<file path="config.mk">
export PLATFORM = sky130hd
export DESIGN_NAME = pt_write_buffer_flat
export DESIGN_NICKNAME = d
export VERILOG_FILES = /design/src/rtl/pt_write_buffer_if.sv /design/src/rtl/pt_write_buffer.sv /design/src/flat_wrapper.sv
export SDC_FILE = /design/constraint.sdc
export NUM_CORES = 1
export LEC_CHECK = 0
export ABC_AREA = 1
export CORE_UTILIZATION = 35
export CTS_CLUSTER_DIAMETER = 40
export CTS_CLUSTER_SIZE = 25
export DETAILED_ROUTE_END_ITERATION = 7
export SLEW_MARGIN = 20
export SYNTH_ARGS = -nofsm -noshare
export SYNTH_HDL_FRONTEND = slang
export SYNTH_SLANG_ARGS = --single-unit
</file>
<file path="constraint.sdc">
create_clock -name clk -period 7.5 [get_ports clk]
set_input_delay 2.25 -clock clk [delete_from_list [all_inputs] [get_ports clk]]
set_output_delay 2.25 -clock clk [all_outputs]
set_load 0.03 [all_outputs]
</file>
<file path="src/rtl/pt_write_buffer_if.sv">
// Memory-side write port of pt_write_buffer: request/grant handshake carrying
// one 36-bit two-pixel word with per-half write enables.
interface pt_write_buffer_if;
  logic        mem_wr;
  logic [18:0] mem_addr;
  logic [35:0] mem_data;
  logic [1:0]  mem_we_mask;
  logic        mem_grant;

  modport master (output mem_wr, mem_addr, mem_data, mem_we_mask, input mem_grant);
  modport slave  (input mem_wr, mem_addr, mem_data, mem_we_mask, output mem_grant);
endinterface

</file>
<file path="src/rtl/pt_write_buffer.sv">
// Projective-transform write buffer: (x,y) -> linear address, FIFO queueing and
// request/grant drain to a two-pixel-per-word memory. Optional macro PT_WB_MERGE_EN.
module pt_write_buffer #(
  parameter int DEPTH_LOG2 = 4,
  parameter int H_RES      = 640,
  parameter int V_RES      = 480
) (
  input  logic                     clk,
  input  logic                     reset_n,
  input  logic [17:0]              pt_pixel_write,
  input  logic [9:0]               pt_x,
  input  logic [8:0]               pt_y,
  input  logic                     pt_wr,
  input  logic                     frame_flag,
  output logic                     ptflag,
  pt_write_buffer_if.master        mem,
  output logic                     write_bank,
  output logic [15:0]              drop_count
);

  localparam int                    DEPTH    = 1 << DEPTH_LOG2;
  localparam logic [DEPTH_LOG2:0]   FULL_LVL = (DEPTH_LOG2+1)'(DEPTH);
  localparam logic [DEPTH_LOG2+1:0] FLAG_LVL = (DEPTH_LOG2+2)'(DEPTH - 3);
  localparam logic [DEPTH_LOG2-1:0] PTR_ONE  = 1;
  localparam logic [10:0]           X_LIM    = 11'(H_RES);
  localparam logic [9:0]            Y_LIM    = 10'(V_RES);

  typedef struct packed {
    logic        bank;
    logic [18:0] lin;
    logic [17:0] pix;
  } entry_t;

  entry_t                  fifo_mem [DEPTH];
  logic [DEPTH_LOG2-1:0]   rd_ptr, wr_ptr;
  logic [DEPTH_LOG2:0]     count, count_next;
  entry_t                  s1;
  logic                    s1_valid;

  logic                    in_range, accept, full, push, pop, ovf, merge;
  logic [1:0]              pop_cnt, drop_inc;
  logic [16:0]             drop_sum;
  logic [18:0]             lin_calc;
  logic [DEPTH_LOG2+1:0]   occ_next;
  entry_t                  head;
  logic                    wr_valid;
  logic [18:0]             wr_addr;
  logic [35:0]             wr_data;
  logic [1:0]              wr_mask;

  assign in_range = ({1'b0, pt_x} < X_LIM) && ({1'b0, pt_y} < Y_LIM);
  assign accept   = pt_wr && in_range;
  assign lin_calc = 19'(pt_y) * 19'(H_RES) + 19'(pt_x);

  assign head     = fifo_mem[rd_ptr];
  assign wr_valid = (count != '0);
  assign full     = (count == FULL_LVL);
  assign pop      = wr_valid && mem.mem_grant;

`ifdef PT_WB_MERGE_EN
  entry_t second;
  assign second = fifo_mem[rd_ptr + PTR_ONE];
  // Only pairs already resident are merged; the head never waits for a partner.
  assign merge  = (count > 1) && (head.bank == second.bank) &&
                  (head.lin[18:1] == second.lin[18:1]) && (head.lin[0] != second.lin[0]);
`else
  assign merge  = 1'b0;
`endif

  assign pop_cnt    = pop ? (merge ? 2'd2 : 2'd1) : 2'd0;
  // A push into a full FIFO still succeeds when the head leaves on the same edge.
  assign push       = s1_valid && (!full || pop);
  assign ovf        = s1_valid && !push;
  assign count_next = count - (DEPTH_LOG2+1)'(pop_cnt) + (DEPTH_LOG2+1)'(push);
  assign occ_next   = {1'b0, count_next} + (DEPTH_LOG2+2)'(accept);

  assign drop_inc = {1'b0, pt_wr && !in_range} + {1'b0, ovf};
  assign drop_sum = {1'b0, drop_count} + 17'(drop_inc);

  // NOTE: every output of this block gets a default first so no latch is inferred.
  always_comb begin
    wr_addr = '0;
    wr_data = '0;
    wr_mask = '0;
    if (wr_valid) begin
      wr_addr = {head.bank, head.lin[18:1]};
      if (head.lin[0]) begin
        wr_data[35:18] = head.pix;
        wr_mask        = 2'b10;
      end else begin
        wr_data[17:0]  = head.pix;
        wr_mask        = 2'b01;
      end
`ifdef PT_WB_MERGE_EN
      if (merge) begin
        wr_data = head.lin[0] ? {head.pix, second.pix} : {second.pix, head.pix};
        wr_mask = 2'b11;
      end
`endif
    end
  end

  assign mem.mem_wr      = wr_valid;
  assign mem.mem_addr    = wr_addr;
  assign mem.mem_data    = wr_data;
  assign mem.mem_we_mask = wr_mask;

  // NOTE: state registers use non-blocking assignments so all of them see pre-edge values.
  always_ff @(posedge clk) begin
    if (!reset_n) begin
      s1_valid   <= 1'b0;
      s1         <= '0;
      rd_ptr     <= '0;
      wr_ptr     <= '0;
      count      <= '0;
      ptflag     <= 1'b0;
      write_bank <= 1'b0;
      drop_count <= '0;
    end else begin
      s1_valid <= accept;
      if (pt_wr) s1 <= '{bank: write_bank, lin: lin_calc, pix: pt_pixel_write};
      if (push)  wr_ptr <= wr_ptr + PTR_ONE;
      rd_ptr     <= rd_ptr + DEPTH_LOG2'(pop_cnt);
      count      <= count_next;
      ptflag     <= (occ_next <= FLAG_LVL);
      write_bank <= write_bank ^ frame_flag;
      drop_count <= drop_sum[16] ? 16'hFFFF : drop_sum[15:0];
    end
  end

  // NOTE: storage is not reset; the pointers and count define which entries are live.
  always_ff @(posedge clk) begin
    if (push) fifo_mem[wr_ptr] <= s1;
  end

endmodule
</file>
<file path="src/flat_wrapper.sv">
// flat-port wrapper written by rule: the top's interface ports become plain ports
module pt_write_buffer_flat 
#(
  parameter int DEPTH_LOG2 = 4,
  parameter int H_RES      = 640,
  parameter int V_RES      = 480
)
  (clk, reset_n, pt_pixel_write, pt_x, pt_y, pt_wr, frame_flag, ptflag, write_bank, drop_count, mem_mem_wr, mem_mem_addr, mem_mem_data, mem_mem_we_mask, mem_mem_grant);
  pt_write_buffer_if mem_i ();
  input  logic clk;
  input  logic reset_n;
  input  logic [17:0] pt_pixel_write;
  input  logic [9:0] pt_x;
  input  logic [8:0] pt_y;
  input  logic pt_wr;
  input  logic frame_flag;
  output logic ptflag;
  output logic write_bank;
  output logic [15:0] drop_count;
  output wire logic [$bits(mem_i.mem_wr)-1:0] mem_mem_wr;
  output wire logic [$bits(mem_i.mem_addr)-1:0] mem_mem_addr;
  output wire logic [$bits(mem_i.mem_data)-1:0] mem_mem_data;
  output wire logic [$bits(mem_i.mem_we_mask)-1:0] mem_mem_we_mask;
  input wire logic [$bits(mem_i.mem_grant)-1:0] mem_mem_grant;
  assign mem_mem_wr = mem_i.mem_wr;
  assign mem_mem_addr = mem_i.mem_addr;
  assign mem_mem_data = mem_i.mem_data;
  assign mem_mem_we_mask = mem_i.mem_we_mask;
  assign mem_i.mem_grant = mem_mem_grant;
  pt_write_buffer #(.DEPTH_LOG2(DEPTH_LOG2), .H_RES(H_RES), .V_RES(V_RES)) u_core (.clk(clk), .reset_n(reset_n), .pt_pixel_write(pt_pixel_write), .pt_x(pt_x), .pt_y(pt_y), .pt_wr(pt_wr), .frame_flag(frame_flag), .ptflag(ptflag), .mem(mem_i), .write_bank(write_bank), .drop_count(drop_count));
endmodule
</file>
==> results.json, run 1 <==
{
  "cp_arrival_ns": 4.57,
  "grt.overflow.total": 0,
  "number_of_antenna_violations_at_the_first_check_in_global_routing": 0,
  "tritoncts_num_sinks": 678,
  "wire_per_inst_um": 21.14,
  "synth_area_per_cell_um2": 12.30,
  "design.die.area_um2": 80040,
  "die_height_um": 282.9,
  "critical_path.reg2reg.startpoint": "u_core.count[3]",
  "clk_latency_ns": 0.66,
  "totalNegativeSetupSlack_ns": 0,
  "initialDrtViolationCount": 1585,
  "core-area_um2": 77720,
  "routed_via_density": 5.324,
  "worstSetupEndpointType": "output port",
  "remaining_drc_errors": 0,
  "post_synth_num_cell_types": 43,
  "ant_nets": 0,
  "netlist_instances": 2246,
  "yosys.area_share.xor_xnor_pct": 0.4757,
  "syn-cell-area_um2": 27620,
  "synth-adder-area-share_pct": 1.694,
  "final_net_count": 2424,
  "cts_post_setup_buffers_inserted": 0,
  "timing.critical_path.from": "u_core.rd_ptr[1]",
  "diodes": 0,
  "yosys.area_share.simple_pct": 9.976,
  "synth.yosys.seq_area_share_pct": 71.18,
  "setup_cp_type": "register to output port",
  "grt_usage_pct": 17.99,
  "grt_pass1_vias": 18320,
  "place.gp.congestion": 0.7575,
  "rsz0062_at_grt": "no",
  "period_share_pct": 90.87,
  "number_of_maximum_capacitance_violations": 0,
  "hpwl_um": 37850,
  "run_status": "finished clean",
  "synth_seq_cells": 678,
  "pin_count": 118,
  "crit_path_end": "mem_mem_data[2]",
  "worst-slew-pin-transition_ns": 1.150,
  "cts.hold.buffers_added": 0,
  "cts.root.buffer_cell": "clkbuf_16",
  "placement.io_buffers": 117,
  "vdd.ir_drop.worst_uv": 239.9,
  "htree_num_levels": 3,
  "drv_slew": 0,
  "finish.cell_count_without_fillers": 3466,
  "yosys_warnings": 0,
  "placement_rows": 102,
  "final_period_minus_worst_setup_slack_ns": 6.815,
  "fin_worst_skew_ns": 0.01994,
  "die_x_um": 282.9,
  "clkSlewWorstSetupHoldPaths_ns": 0.06,
  "leakage_uw": 0.01124,
  "reg2reg_depth": 22,
  "cts_tree": "done",
  "holdWs_ns": 0.5430,
  "cts_buffer_depth": 3,
  "worst-endpoint-required_ns": 5.25,
  "hold_violations": 0,
  "area.growth.synth_to_final_pct": 19.72,
  "initial_utilization_pct": 35.54,
  "final_layout_size_suffix_gt1_share_pct": 10.06,
  "final-setup-viol-count": 0,
  "vias": 18450,
  "detailedRoute.firstPassIterationCount": 5,
  "postPlaceCellArea_um2": 29800,
  "syn-num-nets": 2323,
  "combinational_family_with_the_most_area_after_synthesis": "compound AO/OA/AOI/OAI gates",
  "dp_cells": 3292,
  "cellPowerDensity_nw_per_um2": 337.9,
  "post_cts_resize_count": 0,
  "grt_start_max_net_pins": 183,
  "synth.mux.area_fraction_pct": 0,
  "synth_compound_gate_area_share_pct": 12.72,
  "hp-class": "register to register",
  "grt_pass1_wl_um": 109900,
  "r2r-end": "u_core.ptflag",
  "wirelength_um": 73260,
  "setup.worst_path.start_class": "register",
  "cts_buffers": 92,
  "ff2ff_setup_slack_ns": 4.14,
  "critical_path_peak_fanout": 67,
  "max_slew_margin_pct": 23.12,
  "postLayoutCoreUtil_pct": 42.54,
  "design_area_final_um2": 33070,
  "fmaxAchievable_ghz": 0.1467
}
report_power, final:
| group | internal (µW) | total [µW] | switching (µW) |
|---|---|---|---|
| Clock | 2690 | 4470 | 1780 |
| Sequential | 4200 | 4340 | 146 |
| Combinational | 774 | 2360 | 1580 |
| Total | 7660 | 11200 | 3510 |
how the worst min path moves through the flow:
stage	start	end	depth (start not counted)
finish	u_core.drop_count[3]	u_core.drop_count[3]	2
global route	u_core.drop_count[3]	u_core.drop_count[3]	2
CTS	u_core.drop_count[3]	u_core.drop_count[3]	2
detailed placement	u_core.drop_count[3]	u_core.drop_count[3]	2
global placement	u_core.drop_count[3]	u_core.drop_count[3]	2
floorplan	u_core.s1_valid	u_core.wr_ptr[1]	2
synth_stat cells (all sizes together):
library cell,number,share of area [%]
edfxtp,608,66
nor2,490,6.8
o21ai,370,6.7
o221ai,109,3.5
nand2,103,1.4
inv,101,1.4
clkbuf,89,1.2
nand3,76,1.5
dfxtp,70,5.1
buf,54,1.4
o22ai,41,0.93
a21oi,35,0.63
ha,31,1.4
o211ai,26,0.74
xor2,9,0.29
nor3,7,0.14
xnor2,6,0.19
a31oi,5,0.11
nand4,5,0.11
fa,4,0.29
a21o,1,0.027
a22oi,1,0.027
and2,1,0.023
clkinv,1,0.014
nor3b,1,0.027
o211a,1,0.036
or2,1,0.023
metal layers:
| layer | share of wire (%) | track usage [%] | routed length (µm) | vias to the layer above |
|---|---|---|---|---|
| li1 | - | - | - | 8456 |
| met1 | 43 | 23.66 | 31630 | 9232 |
| met2 | 48 | 29.85 | 34910 | 653 |
| met3 | 6.9 | 3.277 | 5043 | 112 |
| met4 | 2.3 | 6.128 | 1684 | 0 |
| met5 | 0 | 0 | 0 | - |
placed cells by master, fill, tap and decap left out, types with 9 or more instances in the layout:
cell and instances:
a21oi_1 35, buf_4 29, inv_1 90, clkinvlp_4 9, dfxtp_1 67, edfxtp_1 608, inv_8 10, o21ai_1 20
xor2_1 9, nand3_1 73, nor2_2 10, nor2_1 464, inv_6 10, o21ai_0 350, o22ai_1 41, clkdlybuf4s50_1 115
o221ai_1 107, clkbuf_1 11, nand2_1 101, nor2_4 16, ha_1 31, o211ai_1 24, clkbuf_16 93
final cells by class:
| class | instances | area, µm² |
|---|---|---|
| multi-input cells | 1323 | 6987 |
| flip-flops and latches | 678 | 19670 |
| repair buffers | 150 | 1466 |
| inverters | 102 | 392.9 |
| well taps | 1040 | 1301 |
| clock inverters | 63 | 797.0 |
| clock buffers | 110 | 2451 |
| fillers | 6974 | 44660 |
cells by family (layout without fill, tap and decap cells):
kind of cell / count (synthesis) / after routing
buffers and inverters: 245 / 425
AO/OA/AOI/OAI: 589 / 589
flip-flops: 678 / 678
AND/OR/NAND/NOR: 684 / 684
XOR/XNOR: 15 / 15
adder cells (fa/ha/maj): 35 / 35
per-stage QoR:
stage               total power, µW  setup WS, ns
detailed placement             6779         1.342
finish                        11170        0.6850
floorplan                      5943         2.764
CTS                           11240        0.6517
global placement               6720         1.398
global route                  11600        0.4326
critical path, stage by stage (launching register included):
cell and delay (ns):
dfxtp_4 0.82, clkinv_2 1.06, o21ai_0 0.43, o221ai_2 0.15, nand3_2 0.16, nand3_4 0.33
nor2_1 0.22, clkdlybuf4s50_1 0.70
flip-flops by register name, indices dropped and copies added, names as in the netlist:
name,flops
u_core.fifo_mem,608
u_core.count,5
u_core.ptflag,1
u_core.write_bank,1
u_core.drop_count,16
u_core.wr_ptr,4
u_core.s1,38
u_core.s1_valid,1
u_core.rd_ptr,4
Note: power is estimated with default switching activity, not from simulation.
==> inputs of run 2 (changes only) <==
--- a/config.mk
+++ b/config.mk
@@ -6,10 +6,12 @@
 export NUM_CORES = 1
 export LEC_CHECK = 0
 export ABC_AREA = 1
+export CAP_MARGIN = 20
 export CORE_UTILIZATION = 35
 export CTS_CLUSTER_DIAMETER = 40
 export CTS_CLUSTER_SIZE = 25
 export DETAILED_ROUTE_END_ITERATION = 7
+export SKIP_LAST_GASP = 1
 export SLEW_MARGIN = 20
 export SYNTH_ARGS = -nofsm -noshare
 export SYNTH_HDL_FRONTEND = slang
==> results of run 2 <==
No change in the layout: final DEF, timing and power equal those of run 1.
